`config.mk`:
```
export PLATFORM = sky130hd
export DESIGN_NAME = pc_sequencer
export DESIGN_NICKNAME = d
export VERILOG_FILES = /design/src/rtl/pc_sequencer.sv
export SDC_FILE = /design/constraint.sdc
export NUM_CORES = 1
export LEC_CHECK = 0
export ABC_CLOCK_PERIOD_IN_PS = 3500
export CORE_MARGIN = 5
export CORE_UTILIZATION = 40
export CTS_CLUSTER_SIZE = 40
export DETAILED_ROUTE_END_ITERATION = 8
export DONT_BUFFER_PORTS = 1
export GPL_TIMING_DRIVEN = 0
export PLACE_DENSITY = 0.65
export SLEW_MARGIN = 10
export SYNTH_ARGS = -nofsm -noshare
export SYNTH_HDL_FRONTEND = slang
export SYNTH_SLANG_ARGS = --single-unit
```
`constraint.sdc`:
```
create_clock -name clk -period 3.5 [get_ports clk]
set_input_delay 0.875 -clock clk [delete_from_list [all_inputs] [get_ports clk]]
set_output_delay 0.875 -clock clk [all_outputs]
set_load 0.02 [all_outputs]
```
`src/rtl/pc_sequencer.sv`:
```
// ============================================================================
// pc_sequencer
// ----------------------------------------------------------------------------
// Program-counter sequencer sitting between an instruction memory and a core.
// It fetches one instruction word at a time from pc_out, presents it to the
// core until the core accepts it, then advances the PC (sequentially or by a
// jump/branch redirect) and fetches again. A dedicated HALT_WORD stops
// sequencing, and a fetch that waits too long for memory raises a timeout.
//
// Ports
//   clk            in   single clock, all state changes on the rising edge
//   reset_pc       in   asynchronous active-high reset
//   start          in   (re)start sequencing at pc_in (word aligned)
//   pc_in          in   start address
//   imem_req       out  fetch request, high only while fetching
//   imem_addr      out  fetch address, always equal to pc_out
//   imem_ack       in   fetch data valid this cycle
//   imem_data      in   fetched instruction word
//   stall          in   core cannot take an instruction this cycle
//   jump           in   unconditional redirect on accept
//   jump_target    in   jump destination
//   branch_taken   in   conditional redirect on accept (below jump)
//   branch_target  in   branch destination
//   instr_out      out  instruction presented to the core
//   instr_valid    out  instr_out is valid (issue phase)
//   pc_out         out  current PC
//   busy           out  fetching or issuing
//   halted         out  halt word has been accepted
//   timeout_err    out  fetch timed out waiting for imem_ack
//   retired        out  count of accepted instructions (wraps)
// ============================================================================
module pc_sequencer #(
   parameter int          ADDRESS_INSTRUCCION = 32,
   parameter int          MAX_WAIT            = 15,
   parameter logic [31:0] HALT_WORD           = 32'h0000000C
) (
   input  logic                           clk,
   input  logic                           reset_pc,
   input  logic                           start,
   input  logic [ADDRESS_INSTRUCCION-1:0] pc_in,
   output logic                           imem_req,
   output logic [ADDRESS_INSTRUCCION-1:0] imem_addr,
   input  logic                           imem_ack,
   input  logic [31:0]                    imem_data,
   input  logic                           stall,
   input  logic                           jump,
   input  logic [ADDRESS_INSTRUCCION-1:0] jump_target,
   input  logic                           branch_taken,
   input  logic [ADDRESS_INSTRUCCION-1:0] branch_target,
   output logic [31:0]                    instr_out,
   output logic                           instr_valid,
   output logic [ADDRESS_INSTRUCCION-1:0] pc_out,
   output logic                           busy,
   output logic                           halted,
   output logic                           timeout_err,
   output logic [31:0]                    retired
);

   localparam int AI     = ADDRESS_INSTRUCCION;
   localparam int WAIT_W = (MAX_WAIT < 2) ? 1 : $clog2(MAX_WAIT + 1);

   // Value of the wait counter during the last fetch cycle that may still
   // receive an ack; missing the ack in that cycle means the counter reaches
   // MAX_WAIT and the fetch is abandoned.
   localparam logic [WAIT_W-1:0] WAIT_LAST = WAIT_W'(MAX_WAIT - 1);

   typedef enum logic [2:0] {
      IDLE   = 3'd0,
      FETCH  = 3'd1,
      ISSUE  = 3'd2,
      HALTED = 3'd3,
      ERROR  = 3'd4
   } state_t;

   state_t              state_reg;
   logic [WAIT_W-1:0]   wait_cnt_reg;
   logic [AI-1:0]       pc_next;
   logic [AI-1:0]       start_pc;
   logic                accept;
   logic                unused_bits;

   // Targets and start address are word aligned; their low bits are dropped.
   assign start_pc    = {pc_in[AI-1:2], 2'b00};
   assign unused_bits = ^{pc_in[1:0], jump_target[1:0], branch_target[1:0]};

   assign imem_addr = pc_out;
   assign accept    = (state_reg == ISSUE) && instr_valid && !stall;

   // PC after a non-halt accept: jump beats branch beats sequential.
   // The sequential add wraps naturally at the address width.
   always_comb begin
      pc_next = pc_out + AI'(4);
      if (jump) begin
         pc_next = {jump_target[AI-1:2], 2'b00};
      end else if (branch_taken) begin
         pc_next = {branch_target[AI-1:2], 2'b00};
      end
   end

   always_ff @(posedge clk or posedge reset_pc) begin
      if (reset_pc) begin
         state_reg    <= IDLE;
         wait_cnt_reg <= '0;
         pc_out       <= '0;
         instr_out    <= '0;
         retired      <= '0;
         imem_req     <= 1'b0;
         instr_valid  <= 1'b0;
         busy         <= 1'b0;
         halted       <= 1'b0;
         timeout_err  <= 1'b0;
      end else if (start) begin
         // Restart from any state; an accept in this same cycle is dropped,
         // so the retire count is left untouched.
         state_reg    <= FETCH;
         wait_cnt_reg <= '0;
         pc_out       <= start_pc;
         imem_req     <= 1'b1;
         instr_valid  <= 1'b0;
         busy         <= 1'b1;
         halted       <= 1'b0;
         timeout_err  <= 1'b0;
      end else begin
         case (state_reg)
            FETCH: begin
               if (imem_ack) begin
                  // An ack in the final allowed cycle still wins over timeout.
                  instr_out   <= imem_data;
                  state_reg   <= ISSUE;
                  imem_req    <= 1'b0;
                  instr_valid <= 1'b1;
               end else if (wait_cnt_reg == WAIT_LAST) begin
                  wait_cnt_reg <= wait_cnt_reg + 1'b1;
                  state_reg    <= ERROR;
                  imem_req     <= 1'b0;
                  busy         <= 1'b0;
                  timeout_err  <= 1'b1;
               end else begin
                  wait_cnt_reg <= wait_cnt_reg + 1'b1;
               end
            end

            ISSUE: begin
               // While stalled everything, including instr_out and PC, holds.
               if (accept) begin
                  retired     <= retired + 32'd1;
                  instr_valid <= 1'b0;
                  if (instr_out == HALT_WORD) begin
                     // Halt keeps the PC where it is and ignores redirects.
                     state_reg <= HALTED;
                     busy      <= 1'b0;
                     halted    <= 1'b1;
                  end else begin
                     pc_out       <= pc_next;
                     state_reg    <= FETCH;
                     wait_cnt_reg <= '0;
                     imem_req     <= 1'b1;
                  end
               end
            end

            // IDLE, HALTED and ERROR wait for start or reset.
            default: ;
         endcase
      end
   end

endmodule

```
==> impl_metrics.ini <==
[logic_synthesis]
post-synth-top-area-fraction_pct = 43.1
synth_area_per_cell_sq_um = 9.60
post_synth_and_or_nand_nor_area_fraction_pct = 18.8
syn-instance-count = 641
synth.ff_latch_count = 106
yosys.area_share.adder_pct = 0.813
yosys-top-cells-area = dfrtp_1, mux2_2, buf_4
yosys_warnings = 0
ys_async_rst_share_pct = 100
synth_enable_flop_cells = 0
yosysMostFrequentCell = dfrtp_1
synth.lib_cells_used.distinct = 65
largest_family_of_logic_cells_by_synthesized_area = simple AND/OR/NAND/NOR gates
netlist_area_sq_um = 6150
share_of_the_synthesized_netlist_area_taken_by_xor_and_xnor_gates_pct = 5.27
synth.area.mux_share_pct = 6.87
synthDominantAreaCellType = dfrtp_1
dominantRegCellSynth = dfrtp_1
netlist_top_cells_count = dfrtp_1, nand2_1, buf_4
synth-compound-area-share_pct = 17.5
seq_total_area_yosys_pct = 43.1

[floorplanning]
initial_util_pct = 40.6
boundaryPins = 268
design.core.area_sq_um = 15100
die-area_sq_um = 18000
fp.dieH_um = 134
dieWidth_um = 134
rows = 45

[critical_path]
critPathCaptureType = flop
arrival_ns = 3.38
worst-setup-path-type = in -> reg
cp-startpoint = start
critical_path.reg2reg.startpoint = imem_addr[4]
crit_fanout = 10
type_of_element_launching_the_critical_path = input pin
required_ns = 3.71

[clocking]
cts-htree-levels = 3
post_cts_buffers = 0
ctsLongestPathBuffers = 2
tritoncts_num_sinks = 106
ctsHoldBuffers = 0
clkTransAtPathRegs_ns = 0.07
cts_inserted_buffers = 9
post_cts_resized = 0
tritoncts = done
clock_tree.root_cell = clkbuf_16
clock_insertion_delay_at_the_later_pin_of_the_skew_report_ns = 0.35

[sta]
timing.final.crit_period_ns = 3.17
finalHoldViolations = 0
post-route-worst-setup-slack_ns = 0.326
rsz_0062_raised_after_global_routing = no
skew_final_ns = 0.00938
max_freq_ghz = 0.315
timing.final.max_slew_violations = 0
setup_viol_count_final = 0
fin_hold_ws_ns = 0.540
worst_pin_slew_ns = 1.35
slew_headroom_pct = 9.21
period_share_pct = 90.7

[drt]
dr_total_vias = 5359
detail_route.iter0.violations = 430
drtPass1Iterations = 7
post_drt_via_cell_ratio = 6.30
detail_route.wl_per_cell_um = 24.2
route.antenna.remaining_nets = 0
detail_route.drc_violations = 0
wl_mm = 20.6

[cells_and_area]
num-fill-cells = 1463
insertedDiodeCount = 0
layout-drive-gt1-share_pct = 15.7
fin_cells = 850
area.growth.synth_to_final_pct = 9.27
final_nets = 796

[grt]
first_global_vias = 5452
grt_pass1_wl_mm = 31.6
globalRouteOverflowTotal = 0
antenna_found_initial = 0
grt_start_max_net_pins = 39
grtUsageTotal_pct = 22.5

[power_and_ir_drop]
ir_drop_mv = 0.272
p_total_w = 0.00343
p_leak_nw = 2.73
power.density_nw_per_um2 = 510

[worst_hold_path]
timing.hold.worst.class = in -> async

[placement]
placement.setup.worst_slack_ns = -0.0932
post-place-cells = 834
gp_congestion = 0.938
hpwl_after_dpl_mm = 15.8
io_port_bufs = 0

[run]
timing.max_cap.violations = 0

[run_status]
status = finished clean
## layer usage
layer	track usage, %	wire, um
met5	0	0
met4	8.14	495
met3	6.53	1950
met2	36.6	9890
met1	28.6	8220
## stage by stage
stage / instance area [sq um] / TNS, ns / util [%]
finish: 6730 / 0 / 44.4
global placement: 6400 / -0.219 / 42.3
global route: 6730 / 0 / 44.4
floorplan: 6170 / 0 / -
CTS: 6730 / 0 / 44.4
detailed placement: 6440 / -0.161 / 42.6
## layout make-up
class | instances | area [sq um] | share of cell area (%)
Sequential cell | 106 | 2650 | 39.4
Tap cell | 188 | 235 | 3.50
Timing Repair Buffer | 2 | 40.0 | 0.595
Multi-Input combinational cell | 450 | 3050 | 45.3
Inverter | 20 | 78.8 | 1.17
Clock inverter | 6 | 51.3 | 0.763
Buffer | 68 | 393 | 5.84
Clock buffer | 10 | 229 | 3.40
## worst max-delay path: stages
cell and delay (ns):
clkbuf_1 0.38, clkbuf_1 0.57, clkbuf_1 0.53, buf_1 0.59, nor3_1 0.13, o21ai_0 0.21, nand2_1 0.07
## cells in the final DEF, fill, tap and decap left out, types with 5 or more instances in the layout
cell type	netlist	final
inv_1	20	19
and3_1	12	12
nand2_1	58	58
nor3_1	22	22
a221oi_1	6	6
o31ai_1	8	8
buf_2	5	5
nor2_1	32	32
a32o_1	5	5
nand2b_1	6	6
clkbuf_1	23	24
nand4_1	15	15
a21oi_1	21	21
o21ai_0	27	27
mux2_2	34	34
o22ai_1	6	6
o211ai_1	6	6
nor4_1	13	13
or4_1	5	5
a22o_1	5	5
xnor2_1	24	24
a221o_1	6	6
buf_4	35	35
o41ai_1	5	5
buf_1	5	5
nand3_1	26	26
a22oi_1	7	7
clkbuf_16	0	9
o21a_1	5	5
dfrtp_1	106	106
xor2_1	13	13
a211oi_1	5	5
## path summary, 6_finish.rpt
kind                            cells after the start  slack (ns)               to
max in group asynchronous                           2        2.32    imem_addr[27]
worst max register to register                      5        0.43    imem_addr[19]
worst min-delay path                                1        0.54     instr_out[3]
min in group clk                                    1        0.57  wait_cnt_reg[0]
worst max-delay path                                7        0.33      instr_valid
worst min register to register                      1        0.57  wait_cnt_reg[0]
## logic make-up (layout without fill, tap and decap cells)
| group | Yosys count | after routing |
|---|---|---|
| xor+xnor | 37 | 37 |
| fa+ha+maj | 4 | 4 |
| buf+inv | 88 | 106 |
| flops | 106 | 106 |
| simple gates | 218 | 218 |
| other cells | 1 | 4 |
| compound gates | 149 | 149 |
| mux | 38 | 38 |
## power breakdown
group / leakage (nW) / switching [W] / internal, W
combinational: 1.29 / 0.000307 / 0.000273
clock: 0.127 / 0.000495 / 0.000492
sequential: 1.31 / 0.000462 / 0.00140
total: 2.73 / 0.00126 / 0.00217
Note: power is estimated with default switching activity, not from simulation.
